===== config.mk =====
export PLATFORM = sky130hd
export DESIGN_NAME = dram_axi_reader
export DESIGN_NICKNAME = d
export VERILOG_FILES = /design/src/rtl/dram_axi_reader.sv
export SDC_FILE = /design/constraint.sdc
export NUM_CORES = 1
export LEC_CHECK = 0
export CAP_MARGIN = 0
export CORE_AREA = 10 10 148 150
export CTS_CLUSTER_DIAMETER = 30
export DETAILED_ROUTE_END_ITERATION = 8
export DIE_AREA = 0 0 158 160
export DONT_BUFFER_PORTS = 1
export PLACE_DENSITY = 0.68
export SKIP_LAST_GASP = 1
export SLEW_MARGIN = 20
export SYNTH_ARGS = -nofsm -noshare
export SYNTH_HDL_FRONTEND = slang
export SYNTH_SLANG_ARGS = --single-unit

===== constraint.sdc =====
create_clock -name m_axi_aclk -period 2 [get_ports m_axi_aclk]
set_clock_uncertainty 0.05 [all_clocks]
set_input_delay 0.3 -clock m_axi_aclk [delete_from_list [all_inputs] [get_ports m_axi_aclk]]
set_output_delay 0.3 -clock m_axi_aclk [all_outputs]
set_load 0.005 [all_outputs]

===== src/rtl/dram_axi_reader.sv =====
// rtl/dram_axi_reader.sv - AXI4 read master turning single DRAM read requests into INCR bursts
`timescale 1ns/1ps
module dram_axi_reader #(
    parameter int DRAM_ADDR_WIDTH = 39,
    parameter int DRAM_DATA_WIDTH = 128,
    parameter int AXI_ID_WIDTH    = 16,
    parameter int AXI_ID          = 0
) (
    input  logic                       m_axi_aclk,
    input  logic                       m_axi_aresetn,
    input  logic [DRAM_ADDR_WIDTH-1:0] dram_read_addr,
    input  logic [7:0]                 dram_read_len,
    input  logic                       dram_read_en,
    input  logic                       dram_buffer_full,
    output logic [DRAM_DATA_WIDTH-1:0] dram_read_data,
    output logic                       dram_read_data_valid,
    output logic                       dram_read_busy,
    output logic                       dram_read_error,
    output logic [DRAM_ADDR_WIDTH-1:0] m_axi_araddr,
    output logic [7:0]                 m_axi_arlen,
    output logic [2:0]                 m_axi_arsize,
    output logic [1:0]                 m_axi_arburst,
    output logic [AXI_ID_WIDTH-1:0]    m_axi_arid,
    output logic [3:0]                 m_axi_arcache,
    output logic [2:0]                 m_axi_arprot,
    output logic                       m_axi_arvalid,
    input  logic                       m_axi_arready,
    input  logic [DRAM_DATA_WIDTH-1:0] m_axi_rdata,
    input  logic [1:0]                 m_axi_rresp,
    input  logic                       m_axi_rlast,
    input  logic [AXI_ID_WIDTH-1:0]    m_axi_rid,
    input  logic                       m_axi_rvalid,
    output logic                       m_axi_rready
);
    localparam int BEAT_BYTES = DRAM_DATA_WIDTH / 8;
    localparam int SIZE_LOG2  = $clog2(BEAT_BYTES);
    localparam logic [DRAM_ADDR_WIDTH-1:0] BEAT_MASK = DRAM_ADDR_WIDTH'(BEAT_BYTES - 1);

    typedef enum logic [1:0] {ST_IDLE, ST_ADDR, ST_DATA} state_t;

    state_t                     state_q, state_d;
    logic [DRAM_ADDR_WIDTH-1:0] araddr_q, araddr_d;
    logic [7:0]                 arlen_q, arlen_d;
    logic [7:0]                 cnt_q, cnt_d;
    logic                       arvalid_q, arvalid_d;
    logic                       busy_q, busy_d;
    logic                       error_q, error_d;
    logic                       dvalid_q, dvalid_d;
    logic [DRAM_DATA_WIDTH-1:0] data_q, data_d;
    logic                       crosses_4k;
    logic                       beat_bad;

    assign m_axi_arsize  = 3'(SIZE_LOG2);
    assign m_axi_arburst = 2'b01;
    assign m_axi_arcache = 4'b0011;
    assign m_axi_arprot  = 3'b000;
    assign m_axi_arid    = AXI_ID_WIDTH'(AXI_ID);
    assign m_axi_araddr  = araddr_q;
    assign m_axi_arlen   = arlen_q;
    assign m_axi_arvalid = arvalid_q;
    assign m_axi_rready  = (state_q == ST_DATA) && !dram_buffer_full;

    assign dram_read_data       = data_q;
    assign dram_read_data_valid = dvalid_q;
    assign dram_read_busy       = busy_q;
    assign dram_read_error      = error_q;

    // Offset within the 4KB page of the aligned start plus burst length in bytes.
    assign crosses_4k = ((32'(dram_read_addr[11:0]) & ~32'(BEAT_BYTES - 1))
                         + ((32'(dram_read_len) + 32'd1) << SIZE_LOG2)) > 32'd4096;

    assign beat_bad = (m_axi_rresp != 2'b00) || (m_axi_rid != AXI_ID_WIDTH'(AXI_ID))
                      || (m_axi_rlast != (cnt_q == 8'd0));

    always_comb begin
        state_d   = state_q;
        araddr_d  = araddr_q;
        arlen_d   = arlen_q;
        cnt_d     = cnt_q;
        arvalid_d = arvalid_q;
        busy_d    = busy_q;
        error_d   = error_q;
        data_d    = data_q;
        dvalid_d  = 1'b0;
        case (state_q)
            ST_IDLE: begin
                if (dram_read_en) begin
                    araddr_d  = dram_read_addr & ~BEAT_MASK;
                    arlen_d   = dram_read_len;
                    cnt_d     = dram_read_len;
                    error_d   = crosses_4k;
                    busy_d    = 1'b1;
                    arvalid_d = 1'b1;
                    state_d   = ST_ADDR;
                end
            end
            ST_ADDR: begin
                if (m_axi_arready) begin
                    arvalid_d = 1'b0;
                    state_d   = ST_DATA;
                end
            end
            ST_DATA: begin
                if (m_axi_rvalid && m_axi_rready) begin
                    data_d   = m_axi_rdata;
                    dvalid_d = 1'b1;
                    cnt_d    = cnt_q - 8'd1;
                    if (beat_bad) begin
                        error_d = 1'b1;
                    end
                    if (cnt_q == 8'd0) begin
                        busy_d  = 1'b0;
                        state_d = ST_IDLE;
                    end
                end
            end
            default: state_d = ST_IDLE;
        endcase
    end

    always_ff @(posedge m_axi_aclk or negedge m_axi_aresetn) begin
        if (!m_axi_aresetn) begin
            state_q   <= ST_IDLE;
            araddr_q  <= '0;
            arlen_q   <= '0;
            cnt_q     <= '0;
            arvalid_q <= 1'b0;
            busy_q    <= 1'b0;
            error_q   <= 1'b0;
            dvalid_q  <= 1'b0;
            data_q    <= '0;
        end else begin
            state_q   <= state_d;
            araddr_q  <= araddr_d;
            arlen_q   <= arlen_d;
            cnt_q     <= cnt_d;
            arvalid_q <= arvalid_d;
            busy_q    <= busy_d;
            error_q   <= error_d;
            dvalid_q  <= dvalid_d;
            data_q    <= data_d;
        end
    end
endmodule

== Yosys cells after proc, flatten, opt, wreduce, memory -nomap -nowiden ==
Index checks and enable logic that the tools add are counted.
Widths: inputs -> output; s select.
Word-level totals
  bits of input ports: 200
  output and inout port bits: 208
  register bits after elaboration: 185
Operators by class
  equal/unequal tests: 8
  $add $sub $neg: 3
  muxes and demuxes: 20
  reductions and logical operators: 18
  $lt $le $gt $ge: 1
Operators with widths (number)
  $mux 8: 2
  $pmux 8 s2: 1
  $reduce_bool 16->1: 1
  $add 12x13->14: 1
  $gt 14x13->1 const B: 1
  $reduce_and 4->1: 3
  $add 8x1->9 const B: 1
  $mux 1: 9
  $logic_not 8->1: 1
  $mux 2: 4
  $sub 8x1->8 const B: 1
  $ne 2x2->1 const B: 3
  $pmux 1 s2: 3
  $pmux 2 s3: 1
  $reduce_and 3->1: 2
  $reduce_bool 2->1: 3
  $ne 2x1->1 const B: 2
  $reduce_and 2->1: 2
  $eq 2x1->1 const B: 1
  $eq 2x2->1 const B: 1
  $logic_and 1x1->1: 2
  $logic_not 2->1: 1
  $logic_or 1x1->1: 2
  $logic_not 1->1: 1
  $ne 1x1->1: 1

== Depth between registers and ports, before layout ==
  depth after elaboration: 6
  mapped depth: 11
  mapped depth without buffers: 10

== Least setup slack after synthesis ==
Ideal clock, no wire load.
  path kind: input-to-reg
  start: in dram_read_len[0]
  end: reg error_q, in the netlist dram_read_error
  data required time: 1.823 ns
  arrival time: 2.062 ns
  stages on the path: 11
  path buffers: 1
  setup slack: -0.240 ns
  setup time: 0.127 ns
  cells stage by stage: ha_1 nand2_1 nor2_1 xor2_1 ha_1 clkbuf_1 nor3b_1 a2111oi_0 nand3_1 nor4_1 o2bb2ai_1
On the way
  cells in the longest elaborated chain, start to end: 5
RTL lines
  from (decl): line 12  | input logic [7:0] dram_read_len,
  $add 8x1->9: line 70  | + ((32'(dram_read_len) + 32'd1) << SIZE_LOG2)) > 32'd4096;
  $add 12x13->14: line 70
  $gt 14x13->1: line 70
  $mux 1: line 87  | if (dram_read_en) begin
  $pmux 1 s2: line 85  | case (state_q)
  to (signal assigned): line 139  | error_q <= error_d;
  to (decl): line 47  | logic error_q, error_d;
No other way between the ends. The select of a mux whose other input is x is not followed.
A chain may end at the register's enable or synchronous reset.

== Worst setup path after layout ==
  start: reg state_q[0]
  end: reg error_q, in the netlist dram_read_error
On the way
  cells in the longest elaborated chain, start to end: 5
  elaborated cells between the ends (all ways): 10
  those cells by class: 4 x eq/ne; 1 x mux; 5 x reduce/logical
RTL lines
  from (decl): line 41  | state_t state_q, state_d;
  from (signal assigned): line 133  | state_q <= state_d;
  $eq 2x2->1: line 61, 85
  $logic_and 1x1->1: line 61  | assign m_axi_rready = (state_q == ST_DATA) && !dram_buffer_full;
  $logic_and 1x1->1: line 104  | if (m_axi_rvalid && m_axi_rready) begin
  $ne 2x1->1 (no line)
  $reduce_and 4->1 (no line)
Several ways; a longest one is shown, not always the timed one.

==> results.yml <==
run_status:
  status: "finished with violations"
  violations: "negative hold slack"
route:
  drt_iter0_drc: 357
  postRouteAntennaNets: 0
  wl_mm: 26.2
  routedWlPerCell_um: 23.7
  vias_per_cell: 5.21
  dr.pass1.iters: 5
  drc: 0
  vias: 5748
floorplan:
  pin_count: 408
  initial_core_util_pct: 41.7
  die_y_um: 160
  die_w_um: 158
  core_mm2: 0.0191
  rows: 51
  die-area_mm2: 0.0253
synthesis:
  yosys.area.top_type: "dfrtp_1"
  synthTopCellsByArea: "dfrtp_1 58%, mux2_2 18%, nand2_1 6.6%"
  async_flop_share_pct: 100
  avgSynthCellArea_um2: 12.1
  synth-seq-cells: 185
  synth_cell_types: 50
  synth_enable_flop_cells: 0
  synth_top_area_share_pct: 58.2
  ys_seq_area_share_pct: 58.2
  synth_warnings: 0
  synth_area_mm2: 0.00796
  ys.flop_type: "dfrtp_1"
  synth_cells: 657
placed_design:
  place_hpwl_mm: 18.0
  io_buffer_count: 0
  placed_cell_area_mm2: 0.00825
  gp_congestion: 0.859
sta:
  setup_viol: 0
  timing.final.crit_share_pct: 95.5
  report.final.slew_viol_count: 0
  max_slew_margin_pct: 61.4
  hold_ws_ns: -0.495
  finalHoldViolations: 185
  worst-slew-pin-transition_ns: 0.576
  min_period_ns: 1.91
  max_freq_mhz: 523
  grt_setup_unrepaired: "yes"
power:
  power.leakage_nw: 4.83
  vdd_drop_max_mv: 0.711
  powerDensity_mw_per_mm2: 1340
worst_setup_path:
  crit_required_ns: 2.29
  reg2reg_to: "dram_read_error$_DFFE_PN0P_"
  reg2reg_from: "state_q[0]$_DFFE_PN0P_"
  setup.worst_path.end: "dram_read_error$_DFFE_PN0P_"
  critical_path_arrival_ns: 2.20
  cp-end-kind: "flop"
  rr_worst_depth: 9
  crit_type: "reg2reg"
  path_max_fanout: 13
  start_kind: "flop"
  startpoint: "state_q[0]$_DFFE_PN0P_"
  reg2reg_slack_ns: 0.09
global_routing:
  grt_util_all_layers_pct: 19.6
  globalRouteOverflowTotal: 0
  antenna_found_initial: 4
  grt_pass1_vias: 6270
  grt_max_degree: 186
  grt_pass1_wl_mm: 38.4
cts:
  tritoncts: "done"
  clock_path_buffers: 2
  clkSlewWorstSetupHoldPaths_ns: 0.08
  cts_max_level: 4
  clk_latency_ns: 0.42
  clock_tree.root_cell: "clkbuf_16"
  clock_sink_count: 185
  numCtsBuffers: 17
  postCtsHoldBufs: 173
finish:
  nFillCells: 1459
  area.growth.synth_to_final_pct: 34.8
  post-route-util_pct: 56.2
  final_cell_mix: "185 x dfrtp_1, 173 x dlygate4sd3_1, 140 x nand2_1, 128 x mux2_2, 32 x conb_1"
  layout-drive-gt1-share_pct: 23.8
  fin_nets: 1062
  fin_area_mm2: 0.0107
  layout_commonest_cell: "dfrtp_1"
worst_hold_path:
  hold_path.class: "in2async"
job:
  drv_cap: 0
worst min path at each step:
| stage | end | slack, ns | cells past startpoint |
|---|---|---|---|
| after floorplan | cnt_q[0]$_DFFE_PN0P_ | -0.05 | 0 |
| final | dram_read_data[34]$_DFFE_PN0P_ | -0.50 | 0 |
| after CTS | dram_read_data[28]$_DFFE_PN0P_ | -0.51 | 0 |
| after global routing | dram_read_data[34]$_DFFE_PN0P_ | -0.53 | 0 |
| after detailed placement | dram_read_data[28]$_DFFE_PN0P_ | -0.04 | 0 |
| after global placement | dram_read_data[44]$_DFFE_PN0P_ | -0.04 | 0 |
logic make-up after synthesis:
logic type                 Yosys count  share of synthesized area [%]
buffers and inverters               71                           5.42
muxes                              130                           18.4
AOI/OAI and AO/OA                   53                           4.40
adders and majority gates           13                           2.14
xor gates and xnor gates             7                          0.770
DFF                                185                           58.2
and+or+nand+nor                    196                           10.6
other                                2                         0.0944
what timing repair did:
item	CTS	global route
endpoints found under the setup margin	0	8
setup buffers	0	0
resized for setup	0	5
hold endpoints to repair	359	185
metrics by stage:
step	std cells	setup WS, ns	hold slack (ns)	power (mW)	TNS [ns]
3_5_place_dp	892	-0.232	-0.0400	10.5	-0.232
6_report	1104	0.0890	-0.495	14.3	0
4_1_cts	1097	0.0415	-0.512	14.3	0
3_3_place_gp	892	-0.193	-0.0399	10.3	-0.193
5_1_grt	1104	-0.0156	-0.529	15.2	-0.0156
2_1_floorplan	687	-0.0821	-0.0456	9.12	-0.0821
routing by layer:
layer  global-route usage, %  share of wire, %  vias to the layer above
met4                    6.44               1.9                        0
li1                        -                 -                     2564
met3                    7.57                11                       36
met2                    33.9                52                      302
met5                       0                 0                        -
met1                    21.3                35                     2846
critical path, stage by stage (launching register included):
cell and delay, ns:
dfrtp_1 0.43, nand2b_2 0.22, nor2_4 0.12, nand2_4 0.09
inv_6 0.15, buf_16 0.17, nor3_1 0.07, a41oi_2 0.23
nand3b_1 0.11, o2bb2ai_1 0.17
state kept, by name, summed over array words and instances (netlist names):
register / flops
dram_read_busy: 1
dram_read_data_valid: 1
cnt_q: 8
state_q: 2
dram_read_data: 128
dram_read_error: 1
m_axi_arlen: 8
m_axi_arvalid: 1
m_axi_araddr: 35
synthesized netlist by cell type (2+ instances only):
library cell	n
a21oi_1	11
nand3_1	12
xor2_1	3
inv_1	10
o21ai_0	17
buf_2	7
xnor2_1	4
nor3_1	5
a22oi_1	4
nand3b_1	2
and3_1	3
nor2_1	15
dfrtp_1	185
or4_1	3
conb_1	2
nor3b_1	3
o211ai_1	3
buf_1	4
mux2_2	128
nand2_1	140
a211oi_1	3
mux2i_1	2
clkbuf_1	9
buf_4	39
nor4_1	6
o22ai_1	2
ha_1	12
where the power goes:
group / internal, mW / leakage, nW / switching (mW) / total [mW]
sequential: 5.57 / 2.25 / 1.88 / 7.45
combinational: 1.90 / 2.28 / 1.50 / 3.40
clock: 1.77 / 0.305 / 1.71 / 3.47
area by class of cell:
class,count,area [µm²],area share [%]
Timing Repair Buffer,203,2060,19.2
Clock buffer,18,439,4.09
Inverter,11,46.3,0.432
Antenna cell,4,10.0,0.0933
Sequential cell,185,4630,43.2
Multi-Input combinational cell,431,3050,28.4
Tap cell,238,298,2.78
Clock inverter,14,190,1.77
Power figures use the tool's default switching activity.
